--- src/rtl/fifo_arb_pkg.sv ---
// Shared constants and FSM encoding for the FIFO write arbiter.
package fifo_arb_pkg;

    localparam int DEF_NUM_REQ    = 4;
    localparam int DEF_DATA_WIDTH = 8;
    localparam int DEF_MAX_BURST  = 4;

    typedef enum logic {
        IDLE  = 1'b0,
        GRANT = 1'b1
    } arb_state_e;

endpackage

--- src/rtl/fifo_wr_arbiter_rr_pick.sv ---
// Combinational round-robin picker: first set bit of req searching upward from ptr, with wrap.
module rr_pick #(
    parameter int NUM_REQ = 4,
    parameter int IDX_W   = 2
) (
    input  logic [NUM_REQ-1:0] req,
    input  logic [IDX_W-1:0]   ptr,
    output logic [IDX_W-1:0]   gnt_idx,
    output logic               any_req
);

    logic [IDX_W:0] sum;

    // Walk from the farthest offset down so the closest valid index to ptr is written last.
    always_comb begin
        gnt_idx = '0;
        any_req = 1'b0;
        sum     = '0;
        for (int k = NUM_REQ - 1; k >= 0; k--) begin
            sum = {1'b0, ptr} + (IDX_W + 1)'(k);
            if (sum >= (IDX_W + 1)'(NUM_REQ)) begin
                sum = sum - (IDX_W + 1)'(NUM_REQ);
            end
            if (req[sum[IDX_W-1:0]]) begin
                gnt_idx = sum[IDX_W-1:0];
                any_req = 1'b1;
            end
        end
    end

endmodule

--- src/rtl/fifo_wr_arbiter.sv ---
// Round-robin arbiter feeding one FIFO write port from NUM_REQ valid/ready requesters, with burst cap.
module fifo_wr_arbiter
    import fifo_arb_pkg::*;
#(
    parameter int NUM_REQ    = DEF_NUM_REQ,
    parameter int DATA_WIDTH = DEF_DATA_WIDTH,
    parameter int MAX_BURST  = DEF_MAX_BURST,
    localparam int IDX_W     = (NUM_REQ > 1) ? $clog2(NUM_REQ) : 1
) (
    input  logic                          clk,
    input  logic                          rst,
    input  logic [NUM_REQ-1:0]            req_valid,
    input  logic [NUM_REQ*DATA_WIDTH-1:0] req_data,
    input  logic [NUM_REQ-1:0]            req_last,
    output logic [NUM_REQ-1:0]            req_ready,
    input  logic                          full,
    output logic                          wr_en,
    output logic [DATA_WIDTH-1:0]         wr_data,
    output logic [IDX_W-1:0]              grant_id,
    output logic                          busy
);

    localparam int CNT_W = $clog2(MAX_BURST) + 1;

    arb_state_e       state_q, state_d;
    logic [IDX_W-1:0] rr_ptr_q, rr_ptr_d;
    logic [IDX_W-1:0] grant_q, grant_d;
    logic [CNT_W-1:0] beat_cnt_q, beat_cnt_d;
    logic [IDX_W-1:0] pick_idx;
    logic             any_req;
    logic             xfer;
    logic             release_g;

    logic [DATA_WIDTH-1:0] slice [NUM_REQ];

    for (genvar i = 0; i < NUM_REQ; i++) begin : g_slice
        assign slice[i] = req_data[i*DATA_WIDTH +: DATA_WIDTH];
    end

    rr_pick #(
        .NUM_REQ (NUM_REQ),
        .IDX_W   (IDX_W)
    ) u_rr_pick (
        .req     (req_valid),
        .ptr     (rr_ptr_q),
        .gnt_idx (pick_idx),
        .any_req (any_req)
    );

    always_ff @(posedge clk) begin
        if (rst) begin
            state_q    <= IDLE;
            rr_ptr_q   <= '0;
            grant_q    <= '0;
            beat_cnt_q <= '0;
        end else begin
            state_q    <= state_d;
            rr_ptr_q   <= rr_ptr_d;
            grant_q    <= grant_d;
            beat_cnt_q <= beat_cnt_d;
        end
    end

    // Release on withdrawal, on a last beat, or on the cap; last and cap together is still one release.
    always_comb begin
        xfer      = (state_q == GRANT) && req_valid[grant_q] && !full;
        release_g = (state_q == GRANT) &&
                    (!req_valid[grant_q] ||
                     (xfer && (req_last[grant_q] || beat_cnt_q == CNT_W'(MAX_BURST - 1))));
        state_d   = state_q;
        case (state_q)
            IDLE:    if (any_req) state_d = GRANT;
            GRANT:   if (release_g) state_d = IDLE;
            default: state_d = IDLE;
        endcase
    end

    always_comb begin
        grant_d    = grant_q;
        rr_ptr_d   = rr_ptr_q;
        beat_cnt_d = beat_cnt_q;
        if (state_q == IDLE && any_req) begin
            grant_d = pick_idx;
        end else if (release_g) begin
            grant_d    = '0;
            beat_cnt_d = '0;
            rr_ptr_d   = (grant_q == IDX_W'(NUM_REQ - 1)) ? '0 : grant_q + IDX_W'(1);
        end else if (xfer) begin
            beat_cnt_d = beat_cnt_q + CNT_W'(1);
        end
    end

    // grant_q is cleared on release, so it already reads 0 while idle.
    always_comb begin
        req_ready = '0;
        wr_en     = 1'b0;
        wr_data   = '0;
        busy      = 1'b0;
        grant_id  = grant_q;
        if (state_q == GRANT && !rst) begin
            busy               = 1'b1;
            req_ready[grant_q] = req_valid[grant_q] && !full;
            wr_en              = req_valid[grant_q] && !full;
            wr_data            = slice[grant_q];
        end
    end

endmodule

--- config.mk ---
export PLATFORM = sky130hd
export DESIGN_NAME = fifo_wr_arbiter
export DESIGN_NICKNAME = d
export VERILOG_FILES = /design/src/rtl/fifo_arb_pkg.sv /design/src/rtl/fifo_wr_arbiter_rr_pick.sv /design/src/rtl/fifo_wr_arbiter.sv
export SDC_FILE = /design/constraint.sdc
export NUM_CORES = 1
export LEC_CHECK = 0
export ABC_CLOCK_PERIOD_IN_PS = 2380
export BUFFER_PORTS_ARGS = -buffer_cell sky130_fd_sc_hd__buf_2
export CORE_MARGIN = 3
export CORE_UTILIZATION = 42
export CTS_BUF_LIST = sky130_fd_sc_hd__clkbuf_16
export DETAILED_ROUTE_END_ITERATION = 6
export PLACE_DENSITY = 0.76
export SLEW_MARGIN = 30
export SYNTH_ARGS = -nofsm -noshare
export SYNTH_HDL_FRONTEND = slang
export SYNTH_HIERARCHICAL = 1
export SYNTH_SLANG_ARGS = --single-unit
export TNS_END_PERCENT = 10
--- constraint.sdc ---
create_clock -name clk -period 2.38 [get_ports clk]
set_input_delay 0.238 -clock clk [delete_from_list [all_inputs] [get_ports clk]]
set_output_delay 0.238 -clock clk [all_outputs]
set_load 0.03 [all_outputs]
== After elaboration in Yosys (flattened, before gate mapping) ==
Cells that the tools add are included.

* Bits in registers: 8
* Latch bits: 0
* Memory bits (writable): 0
* Memory bits (read-only): 0
* Bits of input ports: 43
* Output and inout bits: 16
* Memories: 0

* Add/subtract/negate cells: 9
* Multipliers: 0
* Div/mod/pow operators: 0
* Magnitude comparators: 11
* Equal/unequal tests: 2
* Shift operators: 0
* Muxes and demuxes: 41
* Bitwise gates (word level): 4
* Reduce and logical (&&, ||, !) cells: 17

{| class="wikitable"
|+ Operator list
! operator !! count
|-
| $mux 8 || 3
|-
| $mux 2 || 11
|-
| $bmux 8 s2 || 1
|-
| $lt 2x3->1 const B || 5
|-
| $mux 1 || 15
|-
| $bmux 1 s2 || 6
|-
| $ge 3x3->1 const B || 4
|-
| $logic_and 1x1->1 || 8
|-
| $sub 2x1->2 const B || 4
|-
| $add 2x2->3 const B || 2
|-
| $mux 3 || 2
|-
| $and 4x4->4 || 1
|-
| $mux 4 || 1
|-
| $reduce_and 2->1 || 2
|-
| $reduce_bool 2->1 || 2
|-
| $add 2x1->3 const B || 1
|-
| $add 3x1->3 const B || 1
|-
| $eq 3x2->1 const B || 1
|-
| $ge 2x3->1 const B || 1
|-
| $logic_not 1->1 || 3
|-
| $not 2->3 || 1
|-
| $add 2x1->2 const B || 1
|-
| $demux 1 s2 || 1
|-
| $eq 2x2->1 const B || 1
|-
| 4 further kinds || 6
|}

== Logic depth before layout (Yosys ltp) ==
* Depth in word-level cells: 12
* Gate-level depth with buffers: 6
* Depth with buffers taken out: 6

== By module ==
The synthesis kept the hierarchy.

{| class="wikitable"
|+ By module, submodules not included
! module !! times used !! cells an instance !! area each (um^2) !! sequential area each (um^2)
|-
| fifo_wr_arbiter || 1 || 79 || 840.8 || 160.2
|-
| rr_pick || 1 || 13 || 77.6 || 0.0
|}

== Worst setup path before layout ==
OpenSTA, ideal clock, no wires.

* Path type: register -> output
* Start point: register grant_q[0], in the netlist grant_id[0]
* End point: output req_ready[0]
* Arrival: 1.919 ns
* Data required time: 2.142 ns
* Setup slack: 0.223 ns
* Cell stages (with the launch flop): 5
* Buffers on the path: 1
* Path through: dfxtp_1 buf_6 mux4_2 nor3b_2 and2_1

* Cells in the longest elaborated chain, start to end: 6
* Elaborated cells between the ends (all ways): 10

{| class="wikitable"
|+ Ends and longest elaborated chain
! item !! RTL line !! text
|-
| start: declaration || fifo_wr_arbiter.sv:27 || <nowiki>logic [IDX_W-1:0] grant_q, grant_d;</nowiki>
|-
| start signal: assignment || fifo_wr_arbiter.sv:59 || <nowiki>grant_q <= grant_d;</nowiki>
|-
| $lt 2x3->1 (implied by the code) / $ge 2x1->1 (equally long branches) || fifo_wr_arbiter.sv:102 || <nowiki>req_ready[grant_q] = req_valid[grant_q] && !full;</nowiki>
|-
| $logic_and 1x1->1 || fifo_wr_arbiter.sv:102 ||
|-
| $mux 1 (implied by the code) || fifo_wr_arbiter.sv:102 ||
|-
| $demux 1 s2 || fifo_wr_arbiter.sv:102 ||
|-
| $and 4x4->4 (no line) (*) || - ||
|-
| $mux 4 (*) || fifo_wr_arbiter.sv:100 || <nowiki>if (state_q == GRANT && !rst) begin</nowiki>
|-
| end: declaration || fifo_wr_arbiter.sv:15 || <nowiki>output logic [NUM_REQ-1:0] req_ready,</nowiki>
|}

Every way passes the cells marked *; elsewhere a longest branch is shown, timed or not. The select of a mux whose other input is x is not followed.

== Final worst setup path ==
* Start point: register state_q
* End point: output req_ready[0]

* Cells in the longest elaborated chain, start to end: 2

{| class="wikitable"
|+ Ends and longest elaborated chain
! item !! RTL line !! text
|-
| start: declaration || fifo_wr_arbiter.sv:25 || <nowiki>arb_state_e state_q, state_d;</nowiki>
|-
| start signal: assignment || fifo_wr_arbiter.sv:57 || <nowiki>state_q <= state_d;</nowiki>
|-
| $logic_and 1x1->1 || fifo_wr_arbiter.sv:100 ||
|-
| $mux 4 || fifo_wr_arbiter.sv:100 ||
|}

Every way passes these cells.

==> metrics.yaml <==
clock_network:
  cts-root-buf: "clkbuf_16"
  htree_levels: 1
  cts_tree: "built"
  clockBufferDepth: 2
  clk_latency_ns: 0.24
  cts_buffers: 3
  clkTransAtPathRegs_ns: 0.04
  ctsResizeCount: 0
  cts_hold_buffers: 0
  postCtsSetupBuffers: 0
  cts_num_sinks: 8
setup_path:
  cp.required_ns: 2.14
  cp_top_family: "simple AND/OR/NAND/NOR gates"
  worst-path-max-fanout: 10
  slowest_stage: "dfxtp_1"
  critical_path.startpoint: "state_q$_SDFF_PP0_"
  cp-start-kind: "flop"
  slowest_delay_ns: 0.50
  r2r_start: "grant_id[0]$_SDFFE_PP0P_"
  worstPathCellList: "nand2b_1, nor3b_2, and2_1, buf_2"
  critPathKind: "flop to output pin"
  worstPathArrival_ns: 1.72
  path_buf_inv: 1
  end_kind: "output pin"
floorplan:
  ios: 59
  die-area_sq_um: 2780
  chipWidth_um: 52.8
  initial_core_util_pct: 45.4
  core_area_sq_um: 2020
  dieHeight_um: 52.8
  num_rows: 16
sta:
  fmax_ghz: 0.510
  tightest_slew_ns: 0.397
  relSlewSlack_pct: 73.5
  min_period_ns: 1.96
  hold_viol_final: 0
  final_max_slew_viol_count: 0
  final.setup.tns_ns: 0
  finalCritPeriodShare_pct: 82.4
  setup_viol: 0
  rsz0062_at_grt: "false"
  fin_skew_ns: 0.00513
power_and_ir_drop:
  pwr_density_cell_nw_per_um2: 521
  power.total_mw: 0.680
  clkPwrFrac_pct: 42.2
  swShare_pct: 29.5
  power.internal_mw: 0.479
  power_frac_seq_pct: 23.4
  pwr-share-comb_pct: 34.4
  p_leak_nw: 0.637
  ir_drop_mv: 0.477
  p_switching_mw: 0.201
routing:
  ant_nets: 0
  first_pass_iters: 4
  drc: 0
  dr_total_vias: 922
  viasPerCell: 5.21
  wl_um: 2530
  avgRoutedWirePerCell_um: 14.3
  drt_iter0_drc: 15
synthesis:
  yosysWarnings: 6
  ys_seq_area_share_pct: 17.4
  avgSynthCellArea_sq_um: 9.98
  syn-num-nets: 141
  synth.top_cell.area_share_pct: 22.1
  synthesis.instances: 92
  yosys-top-cells-area: "mux4_2, dfxtp_1, ha_1"
  synth-seq-cells: 8
  yosysTopAreaCell: "mux4_2"
  post_synth_num_cell_types: 31
  synth.cell_area_sq_um: 918
placement:
  io_buffers: 58
  dpl.cell_count: 174
  hpwl_um: 2050
  gp_congestion: 0.782
  placed_area_sq_um: 1230
global_routing:
  antenna_found_initial: 0
  grt_most_used_layer: "met2"
  grtUsageTotal_pct: 18.6
  use_met1_pct: 19.1
  grt-ovfl-total: 0
  grt_max_degree: 18
  grt_pass1_vias: 883
  grt_pass1_wl_um: 3750
  grtUsageMet3_pct: 6.55
  use_met2_pct: 33.7
layout:
  antennaDiodeCount: 0
  fin_cells: 177
  layout_commonest_cell: "buf_2"
  nNetsFinal: 201
  finalInstanceArea_sq_um: 1300
  area_growth_pct: 42.0
  drive_gt1_share_pct: 53.3
  final_cell_mix: "buf_2, mux4_2, nor2b_1, inv_1, dfxtp_1"
flow_run:
  maxCapViolations: 0
hold_path:
  min_from: "rst"
  worstHoldPathType: "primary input to flop"
outcome:
  outcome: "complete, no violations"
synth_stat cells, drive strengths merged:
cell,number
and2,4
a31oi,1
a31o,1
xor2,1
nand3b,2
inv,8
nor3b,2
nand2b,6
nor2,7
ha,6
mux2i,5
mux2,2
nor3,4
nand2,4
buf,3
nor2b,9
dfxtp,8
clkbuf,2
a2111oi,1
o22a,1
o32ai,2
nand3,1
a21oi,1
mux4,9
a211oi,2
cell families (layout without fill, tap and decap cells):
family	Yosys count	count (layout)	share of synthesized area [%]
fa+ha+maj	6	6	8.17
flops	8	8	17.4
simple gates	39	39	25.9
compound gates	9	9	11.2
buf+inv	13	71	6.40
xor+xnor	1	1	0.954
mux	16	16	30.0
power by group through the flow:
stage	Sequential [mW]	Clock (mW)	Combinational [mW]
global placement	0.160	0	0.229
CTS	0.159	0.293	0.237
detailed placement	0.162	0	0.235
finish	0.159	0.287	0.234
floorplan	0.165	0	0.160
global route	0.161	0.300	0.254
layer usage:
layer,share of wire (%),routed length (um)
met5,0,0
met2,48,1210
met4,1.4,35
met1,38,965
met3,13,321
cell type report:
type                       count  area (sq um)
timing repair buffer          60           305
multi-input combinational     71           699
fill                         173           718
tap                           27          33.8
sequential                     8           160
inverter                       8          30.0
clock buffer                   3          75.1
registers in the layout, summed over array words and instances, names as in the netlist:
signal	flops
rr_ptr_q	2
beat_cnt_q	3
state_q	1
grant_id	2
metrics by stage:
step / utilization [%] / hold WS, ns / worst slack [ns]
floorplan: - / 0.422 / 0.223
global placement: 60.8 / 0.505 / 0.673
detailed placement: 60.8 / 0.529 / 0.657
CTS: 64.5 / 0.341 / 0.401
global route: 64.5 / 0.367 / 0.323
finish: 64.5 / 0.344 / 0.420
path summary, 6_finish.rpt:
kind	depth (start not counted)	slack, ns	end
max	4	0.42	req_ready[0]
min	2	0.34	beat_cnt_q[2]$_SDFFE_PP0P_
max reg2reg	5	0.64	rr_ptr_q[0]$_SDFFE_PP0P_
min reg2reg	2	0.53	beat_cnt_q[2]$_SDFFE_PP0P_
(Power assumes the default switching activity.)
